===== src/rtl/parity_frame_rx_if.sv =====
// Receive-side bundle for parity_frame_rx: sample enable and serial line in,
// reassembled word and status flags out.
interface parity_frame_rx_if #(
  parameter int DATA_BITS = 3
) ();
  logic                 en;
  logic                 rx;
  logic [DATA_BITS-1:0] data;
  logic                 valid;
  logic                 perr;
  logic                 ferr;
  logic                 busy;

  modport master (output en, rx, input data, valid, perr, ferr, busy);
  modport slave  (input en, rx, output data, valid, perr, ferr, busy);
endinterface


===== src/rtl/parity_frame_rx.sv =====
// Framed serial receiver (start, DATA_BITS data MSB-first, parity, stop) that
// reassembles the word and flags parity and framing errors.
module parity_frame_rx #(
  parameter int DATA_BITS  = 3,
  parameter int PARITY_ODD = 0
) (
  input  logic            clk,
  input  logic            rst,
  parity_frame_rx_if.slave bus
);
  localparam int CW = $clog2(DATA_BITS + 1);

  typedef enum logic [2:0] {S_IDLE, S_DATA, S_PARITY, S_STOP, S_BREAK} state_t;

  state_t               state_q, state_d;
  logic [CW-1:0]        cnt_q, cnt_d;
  logic [DATA_BITS-1:0] shift_q, shift_d;
  logic                 pbit_q, pbit_d;
  logic [DATA_BITS-1:0] data_q, data_d;
  logic                 valid_q, valid_d;
  logic                 perr_q, perr_d;
  logic                 ferr_q, ferr_d;
  logic                 err;

  assign err = (^shift_q ^ pbit_q) ^ (PARITY_ODD != 0);

  always_ff @(posedge clk or posedge rst) begin
    if (rst) begin
      state_q <= S_IDLE;
      cnt_q   <= '0;
      shift_q <= '0;
      pbit_q  <= 1'b0;
      data_q  <= '0;
      valid_q <= 1'b0;
      perr_q  <= 1'b0;
      ferr_q  <= 1'b0;
    end else begin
      state_q <= state_d;
      cnt_q   <= cnt_d;
      shift_q <= shift_d;
      pbit_q  <= pbit_d;
      data_q  <= data_d;
      valid_q <= valid_d;
      perr_q  <= perr_d;
      ferr_q  <= ferr_d;
    end
  end

  // valid defaults low every cycle so the pulse never stretches across en=0
  always_comb begin
    state_d = state_q;
    cnt_d   = cnt_q;
    shift_d = shift_q;
    pbit_d  = pbit_q;
    data_d  = data_q;
    valid_d = 1'b0;
    perr_d  = perr_q;
    ferr_d  = ferr_q;
    if (bus.en) begin
      unique case (state_q)
        S_IDLE: begin
          if (!bus.rx) begin
            state_d = S_DATA;
            cnt_d   = '0;
          end
        end
        S_DATA: begin
          shift_d    = shift_q << 1;
          shift_d[0] = bus.rx;
          cnt_d      = cnt_q + CW'(1);
          if (cnt_d == CW'(DATA_BITS)) state_d = S_PARITY;
        end
        S_PARITY: begin
          pbit_d  = bus.rx;
          state_d = S_STOP;
        end
        S_STOP: begin
          data_d  = shift_q;
          perr_d  = err;
          ferr_d  = ~bus.rx;
          valid_d = 1'b1;
          state_d = bus.rx ? S_IDLE : S_BREAK;
        end
        S_BREAK: begin
          if (bus.rx) state_d = S_IDLE;
        end
        default: state_d = S_IDLE;
      endcase
    end
  end

  assign bus.data  = data_q;
  assign bus.valid = valid_q;
  assign bus.perr  = perr_q;
  assign bus.ferr  = ferr_q;
  assign bus.busy  = (state_q != S_IDLE);
endmodule


===== src/flat_wrapper.sv =====
// flat-port wrapper written by rule: the top's interface ports become plain ports
module parity_frame_rx_flat 
#(
  parameter int DATA_BITS  = 3,
  parameter int PARITY_ODD = 0
)
  (clk, rst, bus_en, bus_rx, bus_data, bus_valid, bus_perr, bus_ferr, bus_busy);
  parity_frame_rx_if #(.DATA_BITS(DATA_BITS)) bus_i ();
  input  logic clk;
  input  logic rst;
  input wire logic [$bits(bus_i.en)-1:0] bus_en;
  input wire logic [$bits(bus_i.rx)-1:0] bus_rx;
  output wire logic [$bits(bus_i.data)-1:0] bus_data;
  output wire logic [$bits(bus_i.valid)-1:0] bus_valid;
  output wire logic [$bits(bus_i.perr)-1:0] bus_perr;
  output wire logic [$bits(bus_i.ferr)-1:0] bus_ferr;
  output wire logic [$bits(bus_i.busy)-1:0] bus_busy;
  assign bus_i.en = bus_en;
  assign bus_i.rx = bus_rx;
  assign bus_data = bus_i.data;
  assign bus_valid = bus_i.valid;
  assign bus_perr = bus_i.perr;
  assign bus_ferr = bus_i.ferr;
  assign bus_busy = bus_i.busy;
  parity_frame_rx #(.DATA_BITS(DATA_BITS), .PARITY_ODD(PARITY_ODD)) u_core (.clk(clk), .rst(rst), .bus(bus_i));
endmodule

===== config.mk =====
export PLATFORM = sky130hd
export DESIGN_NAME = parity_frame_rx_flat
export DESIGN_NICKNAME = d
export VERILOG_FILES = /design/src/rtl/parity_frame_rx_if.sv /design/src/rtl/parity_frame_rx.sv /design/src/flat_wrapper.sv
export SDC_FILE = /design/constraint.sdc
export NUM_CORES = 1
export LEC_CHECK = 0
export ABC_CLOCK_PERIOD_IN_PS = 1300
export CAP_MARGIN = 10
export CORE_UTILIZATION = 45
export CTS_CLUSTER_DIAMETER = 100
export DETAILED_ROUTE_END_ITERATION = 6
export GPL_ROUTABILITY_DRIVEN = 0
export HOLD_SLACK_MARGIN = 0.05
export PLACE_DENSITY_LB_ADDON = 0.3
export SLEW_MARGIN = 30
export SYNTH_ARGS = -nofsm -noshare
export SYNTH_HDL_FRONTEND = slang
export SYNTH_SLANG_ARGS = --single-unit

===== constraint.sdc =====
create_clock -name clk -period 1.3 [get_ports clk]
set_input_delay 0.195 -clock clk [delete_from_list [all_inputs] [get_ports clk]]
set_output_delay 0.195 -clock clk [all_outputs]
set_load 0.03 [all_outputs]

Word-level counts from Yosys, hierarchy flattened:

Cells that the tools add are included.

* shift-type cells: 0
* $mul: 0
* divide/modulo/power cells: 0
* reductions and logical operators: 9
* bitwise logic cells: 2
* add/sub/neg operators: 1
* multiplexer cells: 9
* equality and inequality tests: 8
* order comparisons: 0

Operators by type and width (count)
* 3-bit one-hot mux with 5 select lines: 1
* 3-bit 2-to-1 mux: 4
* 3-bit by 2-bit == test with 1-bit output (second input constant): 2
* 2-bit AND reduction: 3
* 2-bit != test (second input constant): 2
* 2-bit one-hot mux with 2 select lines: 1
* 4-bit AND reduction: 1
* 3-bit by 1-bit == test with 1-bit output (second input constant): 1
* 3-bit == test (second input constant): 1
* 3-bit zero test: 1
* 3-bit AND reduction: 1
* 3-bit nonzero test: 1
* 3-bit parity: 1
* 2-bit by 1-bit adder with 2-bit output (second input constant): 1
* 2-bit == test (second input constant): 1
* 1-bit 2-to-1 mux: 2
* 2-bit 2-to-1 mux: 1
* 2-bit by 1-bit != test with 1-bit output (second input constant): 1
* 2-bit nonzero test: 1
* 1-bit NOT: 1
* 1-bit XOR: 1

* word-level logic and storage cells: 37
* memory bits (writable): 0
* memory bits (read-only): 0
* memories: 0
* output and inout port bits: 7
* latch bits: 0
* register bits after elaboration: 15

Longest topological paths before layout:

Gate-level depths: netlist of run 1.

* depth in word-level cells: 4
* mapped depth: 5

Worst setup path after synthesis of run 1:

OpenSTA, ideal clock, no wires.

* path type: register to register
* from: reg u_core.state_q[1]
* to: reg u_core.shift_q[0]
* data arrival time: 1.144 ns
* cell stages (with the launch flop): 6
* slack: 0.031 ns
* path through: dfrtp_1 buf_4 nor2_2 and3_4 buf_6 mux2_4

* cells in the longest elaborated chain, start to end: 2

Ends and longest elaborated chain
* start, declared: RTL line parity_frame_rx.sv:15 `state_t state_q, state_d;`
* start signal, assigned: RTL line parity_frame_rx.sv:38 `state_q <= state_d;`
* 3-bit by 1-bit == test with 1-bit output: RTL line parity_frame_rx.sv:60 `unique case (state_q)`
* 2-bit AND reduction (no source line)
* end signal, assigned: RTL line parity_frame_rx.sv:40 `shift_q <= shift_d;`
* end, declared: RTL line parity_frame_rx.sv:17 `logic [DATA_BITS-1:0] shift_q, shift_d;`

Every way passes these cells.
A chain may end at the register's enable or synchronous reset.

Worst setup path after layout of run 1:

* from: reg u_core.state_q[1]
* to: reg u_core.shift_q[1]

Same word-level chain as after synthesis.

==> results.toml, run 1 <==
[timing]
setup_viol = 7
fin_ws_ns = -0.103
worstMarginPinSlew_ns = 0.309
rsz0062_at_grt = "yes"
slew_violations = 0
skew_ns = 0.00103
slew_headroom_pct = 79.5
clock.fmax_mhz = 713
setup_tns_ns = -0.415
period_needed_ns = 1.40
finalCritPeriodShare_pct = 108
hold_violations = 0
fin_hold_ws_ns = 0.213

[critical_path]
critical_path_class = "reg -> reg"
cp.arrival_ns = 1.58
r2r_cells = 5
max_stage_delay_ns = 0.39
crit_start = "u_core.state_q[1]"
path_cells = "buf_4 > buf_6 > nor2_4 > and3_4 > mux2_4"
critPathLaunchType = "flop"
cp.depth = 5
critPathTopFamily = "flip-flops"
slowest_stage = "dfrtp_1"
path_max_fanout = 6
cp-end-kind = "flop"
cp.required_ns = 1.47
crit_buf_inv = 2
reg2reg_from = "u_core.state_q[1]"

[cts]
clk_path_buf_depth = 2
cts.htree.levels = 1
cts_buffers = 3
clock-sinks = 15
insertion_delay_ns = 0.28
clkTransAtPathRegs_ns = 0.09
clockRootBuffer = "clkbuf_4"
cts_tree = "done"

[die]
initial_core_util_pct = 51.3
core_area_mm2 = 0.00138
die_x_um = 41.7
die_h_um = 41.7
ioPinCount = 11
row_count = 13
dieArea_mm2 = 0.00174

[route]
via_per_inst = 5.20
vias = 504
drt_iter0_markers = 7
topRoutingLayerUsed = "met3"
route.detailed.drc = 0
wl_met1_um = 641
drt-pass1-iter-count = 2
ant_nets = 0
dr_wl_met2_um = 692
wl_mm = 1.39
detail_route.wl_per_cell_um = 14.3
met3_length_um = 55

[power_and_ir_drop]
seqPwrFrac_pct = 33.7
power_leakage_uw = 0.000501
switchingPower_uw = 933
finalPower_uw = 2440
p_sw_share_pct = 38.2
p_int_uw = 1510
power_density_mw_per_mm2 = 2470
peakVddDrop_uv = 1470
comb_power_share_pct = 55.4
power_frac_clock_pct = 10.9

[logic_synthesis]
synth.area.top_cells = "dfrtp_1, mux2_2, mux2_4"
yosys.area.top_type_share_pct = 52.9
yosysSeqAreaShare_pct = 52.9
syn_inst = 58
synth_nets = 63
synth.distinct_cells = 25
synth_area_um2 = 709
ys_ff_latch = 15
yosys_warnings = 0
post_synth.cell_area_avg_um2 = 12.2
yosys.area.top_type = "dfrtp_1"

[final_layout]
nets = 88
finalInstanceArea_um2 = 988
final_cell_mix = "dfrtp_1, buf_4, mux2_4, dlygate4sd2_1, inv_1"
regArea_um2 = 375
multi_input_area_um2 = 343
area_growth_pct = 39.3
drive_gt1_share_pct = 39.0
layout_commonest_cell = "dfrtp_1"
fill_cells = 100
antenna_cells = 0

[place]
placed_cell_area_um2 = 872
dp_slack_ns = -0.311
portBuffers = 10
dp_hpwl_um = 871

[global_route]
overflow = 0
grt_pass1_vias = 506
grt_pass1_wl_mm = 2.26
grt_max_degree = 16
antenna_found_initial = 0
track_usage_pct = 17.5

[run_status]
status = "complete, but fails checks"
violations = "negative setup slack"

[hold_path]
hold_class = "in -> async"

[flow_run]
maxCapViolCount = 0
power groups by stage:
stage	combinational [µW]	sequential, µW	clock, µW
2_1_floorplan	679	946	0
3_3_place_gp	1130	802	0
3_5_place_dp	1160	817	0
4_1_cts	1190	811	276
5_1_grt	1450	847	300
6_report	1350	823	265
worst min-delay path: cells and delay by family:
kind	cells	cell delay [ns]
buffers and inverters	3	0.67
stage by stage:
step	util, %	std cells
after floorplan	-	58
after global placement	63.1	89
after detailed placement	63.1	89
after CTS	67.1	94
after global routing	71.5	97
final	71.5	97
final cells by class:
type	instances	share of cell area [%]
sequential	15	38.0
multi-input combinational	34	34.7
timing repair buffer	23	20.4
clock buffer	3	2.28
inverter	6	2.28
tap	15	1.90
clock inverter	1	0.506
registers in the layout, indices dropped and copies added, names as in the netlist:
signal,cells
u_core.bus.data,3
u_core.bus.ferr,1
u_core.state_q,3
u_core.bus.perr,1
u_core.shift_q,3
u_core.pbit_q,1
u_core.cnt_q,2
u_core.bus.valid,1
layer usage:
| layer | vias to the layer above | track usage (%) |
|---|---|---|
| met5 | - | 0 |
| met4 | 0 | 5.81 |
| met3 | 0 | 5.22 |
| met2 | 13 | 27.5 |
| met1 | 239 | 22.9 |
| li1 | 252 | - |
logic make-up (layout without fill, tap and decap cells):
family                     count (synthesis)  count (layout)  synth area share, %
AOI/OAI and AO/OA                          9               9                 8.11
xor gates and xnor gates                   3               3                 3.70
adders and majority gates                  1               1                 1.76
buffers and inverters                      9              33                 6.52
DFF                                       15              15                 52.9
muxes                                      8               8                 14.3
and+or+nand+nor                           13              13                 12.7
path summary, 6_finish.rpt:
| check | to | slack (ns) |
|---|---|---|
| hold reg to reg | u_core.bus.ferr | 0.48 |
| hold / removal | u_core.bus.ferr | 0.21 |
| min in group clk | u_core.bus.ferr | 0.48 |
| max in group asynchronous | u_core.bus.data[0] | 0.92 |
| setup / recovery | u_core.shift_q[1] | -0.10 |
| setup reg to reg | u_core.shift_q[1] | -0.10 |
cell usage after synthesis (all sizes together):
cell    instances
o22ai           1
nand2b          1
nand2           2
nor2            1
nand4b          2
buf             3
nand3           1
o41ai           1
nor2b           1
mux2            8
or3             1
o21ai           5
inv             6
dfrtp          15
nor3            2
nor4            1
o21a            1
ha              1
a22o            1
xnor2           3
and3            1
repair_timing:
item	4_1_cts	5_1_grt
buffers inserted	1	3
pin swaps	3	2
hold buffers	0	0
setup endpoints to repair	11	7
gates resized for setup	19	8
No activity file was read; power rests on OpenSTA's default activity.
==> inputs of run 2 (changes only) <==
Settings changed: CORE_MARGIN set to 2, PLACE_DENSITY set to 0.8, PLACE_DENSITY_LB_ADDON 0.3 to unset.
==> run 2 against run 1 <==
Effect of this change:
- the run still ends with negative setup slack left
- sequential share of layout area is 2.9 points higher
- critical endpoint is now bus_busy
- utilization is 9.8 points lower
- setup slack improved by 0.023 ns
==> results.toml, run 2 (synthesized netlist as in run 1, its figures left out) <==
[place]
portBuffers = 10
dp_hpwl_um = 794
placed_cell_area_um2 = 858

[route]
ant_nets = 0
wl_mm = 1.17
route.detailed.drc = 0
detail_route.wl_per_cell_um = 12.7
via_per_inst = 5.27
vias = 485
drt_iter0_markers = 9
drt-pass1-iter-count = 4

[flow_run]
maxCapViolCount = 0

[global_route]
overflow = 0
grt_max_degree = 16
grt_pass1_wl_mm = 1.96
antenna_found_initial = 0
track_usage_pct = 14.2
grt_pass1_vias = 477

[timing]
slew_headroom_pct = 80.2
rsz0062_at_grt = "yes"
fin_ws_ns = -0.0800
period_needed_ns = 1.38
worstMarginPinSlew_ns = 0.299
clock.fmax_mhz = 725
setup_viol = 1
skew_ns = 0.00247
hold_violations = 0
finalCritPeriodShare_pct = 106
slew_violations = 0

[critical_path]
cp.required_ns = 1.11
critical_path_class = "reg -> out"
path_max_fanout = 2
critPathLaunchType = "flop"
cp-end-kind = "output port"
r2r_cells = 4
cp.arrival_ns = 1.19

[final_layout]
antenna_cells = 0
regArea_um2 = 375
multi_input_area_um2 = 324
fill_cells = 126
drive_gt1_share_pct = 34.2
nets = 82
layout_commonest_cell = "dfrtp_1"
area_growth_pct = 29.5
finalInstanceArea_um2 = 918
final_cell_mix = "dfrtp_1, buf_4, inv_1, dlygate4sd2_1, o21ai_0"

[die]
die_x_um = 43.7
die_h_um = 43.7
initial_core_util_pct = 47.6
dieArea_mm2 = 0.00191
ioPinCount = 11
row_count = 14
core_area_mm2 = 0.00149

[power_and_ir_drop]
switchingPower_uw = 856
power_density_mw_per_mm2 = 2440
peakVddDrop_uv = 1200
p_sw_share_pct = 38.3
finalPower_uw = 2240
power_leakage_uw = 0.000458
p_int_uw = 1380
power_frac_clock_pct = 11.9
comb_power_share_pct = 52.4
seqPwrFrac_pct = 35.7

[cts]
clkTransAtPathRegs_ns = 0.09
holdBufCountCts = 0
insertion_delay_ns = 0.28
cts_buffers = 3
clockRootBuffer = "clkbuf_4"
clock-sinks = 15
cts_tree = "done"
clk_path_buf_depth = 2
cts.htree.levels = 1

[run_status]
violations = "negative setup slack"
status = "complete, but fails checks"

[hold_path]
hold_class = "in -> async"
==> run 2: path summary, 6_finish.rpt <==
check                                    end  slack [ns]               from
setup / recovery                    bus_busy       -0.08  u_core.state_q[2]
min in group clk           u_core.state_q[1]        0.32             bus_en
max in group asynchronous  u_core.state_q[0]        0.91                rst
setup reg to reg           u_core.shift_q[0]           0  u_core.state_q[2]
hold reg to reg              u_core.bus.perr        0.48    u_core.bus.perr
hold / removal              u_core.bus.valid        0.21                rst
==> run 2: what timing repair did <==
item | in CTS | in global routing
endpoints found under the setup margin | 11 | 5
gates resized for setup | 16 | 4
pin swaps | 1 | 1
setup buffers | 0 | 0
==> run 2: metal layers <==
metal  global-route usage (%)  share of wire (%)  up-vias
met5                        0                  0        -
met4                     9.09               0.34        0
met1                     18.8                 47      232
met2                     21.5                 48       14
li1                         -                  -      237
met3                     2.50                5.1        2
==> run 2: through the flow <==
stage	setup TNS [ns]	utilization (%)	setup slack (ns)	hold WS, ns	cells
detailed placement	-2.35	57.6	-0.314	0.473	88
global route	-0.212	61.7	-0.116	0.237	92
finish	-0.0800	61.7	-0.0800	0.214	92
global placement	-2.05	57.6	-0.301	0.460	88
CTS	-0.108	60.3	-0.0930	0.210	92
floorplan	0	-	0.0309	0.0965	58
==> run 2: worst max-delay path, stage by stage (launching register included) <==
cell and delay [ns]:
dfrtp_1 0.38, or3_4 0.38, buf_6 0.14
==> run 2: area by class of cell <==
cell class	count	share of cell area [%]
Clock buffer	3	2.45
Clock inverter	1	0.545
Inverter	6	2.45
Multi-Input combinational cell	34	35.3
Sequential cell	15	40.9
Tap cell	16	2.18
Timing Repair Buffer	17	16.2
==> run 2: power groups by stage <==
stage | Sequential, µW | Clock, µW | Combinational [µW]
5_1_grt | 821 | 295 | 1270
4_1_cts | 802 | 281 | 1140
2_1_floorplan | 946 | 0 | 679
3_3_place_gp | 802 | 0 | 1120
3_5_place_dp | 810 | 0 | 1150
6_report | 798 | 265 | 1170
==> inputs of run 3 (changes only) <==
Settings changed: GPL_ROUTABILITY_DRIVEN 0 to unset, TNS_END_PERCENT set to 10.
==> run 3 against run 2 <==
Effect of this change:
- register-to-register slack got worse by 0.07 ns
- clock power hardly changed
- maximum frequency hardly changed
- critical path type unchanged
- the flow still finishes with violations (negative setup slack)
- sequential power about the same
==> results.toml, run 3 (synthesized netlist as in run 1, its figures left out) <==
[run_status]
status = "complete, but fails checks"
violations = "negative setup slack"

[final_layout]
drive_gt1_share_pct = 34.2
regArea_um2 = 375
nets = 82
stdcell_count = 92
antenna_cells = 0
area_growth_pct = 27.3
fill_cells = 129
final_cell_mix = "dfrtp_1, buf_4, inv_1, dlygate4sd2_1"
finalInstanceArea_um2 = 903
multi_input_area_um2 = 312
layout_commonest_cell = "dfrtp_1"

[place]
dp_slack_ns = -0.314
portBuffers = 10
dp_hpwl_um = 794
placed_cell_area_um2 = 858
place_congestion = 0.744
post-place-cells = 88

[critical_path]
critPathLaunchType = "flop"
max_stage_delay_ns = 0.38
reg2reg_from = "u_core.state_q[1]"
cp.depth = 2
cp.arrival_ns = 1.19
r2r_slack_ns = -0.07
path_cells = "or3_4 > buf_6"
cp-end-kind = "output port"
r2r_cells = 4
cp.required_ns = 1.11
critPathTopFamily = "flip-flops"
path_max_fanout = 2
crit_buf_inv = 1
worstReg2RegEnd = "u_core.pbit_q"
critical_path_class = "reg -> out"
slowest_stage = "dfrtp_1"

[timing]
worstMarginPinSlew_ns = 0.299
period_needed_ns = 1.38
fin_hold_ws_ns = 0.214
hold_violations = 0
clock.fmax_mhz = 724
finalCritPeriodShare_pct = 106
slew_violations = 0
skew_ns = 0.00109
rsz0062_at_grt = "yes"
setup_tns_ns = -0.155
fin_ws_ns = -0.0811
slew_headroom_pct = 80.2
setup_viol = 2

[global_route]
grt_pass1_vias = 478
grt_max_degree = 16
grt_pass1_wl_mm = 1.96
antenna_found_initial = 0
overflow = 0
track_usage_pct = 14.2

[power_and_ir_drop]
power_frac_clock_pct = 12.0
switchingPower_uw = 840
power_density_mw_per_mm2 = 2450
p_sw_share_pct = 38.0
p_int_uw = 1370
peakVddDrop_uv = 1190
comb_power_share_pct = 51.9
power_leakage_uw = 0.000445
seqPwrFrac_pct = 36.1

[cts]
cts_buffers = 3
post-cts-setup-buffers = 0
cts_tree = "done"
clkTransAtPathRegs_ns = 0.09
insertion_delay_ns = 0.28
clk_path_buf_depth = 2
clock-sinks = 15
clockRootBuffer = "clkbuf_4"
cts.htree.levels = 1

[route]
ant_nets = 0
wl_mm = 1.15
drt-pass1-iter-count = 2
drt_iter0_markers = 4
vias = 475
route.detailed.drc = 0
via_per_inst = 5.16
detail_route.wl_per_cell_um = 12.5

[die]
row_count = 14
die_x_um = 43.7
dieArea_mm2 = 0.00191
ioPinCount = 11
core_area_mm2 = 0.00149
initial_core_util_pct = 47.6
die_h_um = 43.7

[flow_run]
maxCapViolCount = 0

[hold_path]
hold_class = "in -> async"
run 3: changes by cell type in the layout (fill, tap and decap cells not counted):
cell             previous run  this run
nor4_2                      0         1
clkdlybuf4s50_1             2         3
nor4_4                      1         0
mux2_2                      4         5
mux2_4                      4         3
dlymetal6s2s_1              1         0
run 3: cell type report:
cell class | count | area share (%)
Clock buffer | 3 | 2.49
Clock inverter | 1 | 0.554
Inverter | 6 | 2.49
Multi-Input combinational cell | 34 | 34.5
Sequential cell | 15 | 41.6
Tap cell | 16 | 2.22
Timing Repair Buffer | 17 | 16.2
run 3: metrics by stage:
step	util, %	total power [µW]
after floorplan	-	1620
after global placement	57.6	1920
after detailed placement	57.6	1960
after CTS	60.3	2220
after global routing	60.7	2350
final	60.7	2210
run 3: worst max-delay path by stage:
stage                 startpoint           endpoint  slack [ns]
6_report       u_core.state_q[2]           bus_busy       -0.08
5_1_grt        u_core.state_q[2]           bus_busy       -0.12
4_1_cts        u_core.state_q[2]           bus_busy       -0.09
3_5_place_dp   u_core.state_q[2]           bus_busy       -0.31
3_3_place_gp   u_core.state_q[2]           bus_busy       -0.30
2_1_floorplan  u_core.state_q[1]  u_core.shift_q[0]        0.03
run 3: worst min-delay path: cells and delay by family:
kind | cells | cell delay [ns]
buf+inv | 3 | 0.67
run 3: power groups by stage:
stage / Combinational [µW] / Clock [µW] / Sequential [µW]
after floorplan: 679 / 0 / 946
after global placement: 1120 / 0 / 802
after detailed placement: 1150 / 0 / 810
after CTS: 1140 / 281 / 802
after global routing: 1240 / 295 / 819
final: 1150 / 266 / 798
run 3: timing repair:
action / 4_1_cts / 5_1_grt
cloned: 0 / 0
resized for setup: 16 / 1
pin swaps: 0 / 1
endpoints found under the setup margin: 11 / 5
hold buffers: 0 / 0
run 3: routing by layer:
layer | vias up | track usage [%] | share of wire (%)
li1 | 237 | - | -
met1 | 228 | 18.8 | 47
met2 | 8 | 21.5 | 49
met3 | 2 | 2.50 | 3.9
met4 | 0 | 9.09 | 0.35
met5 | - | 0 | 0
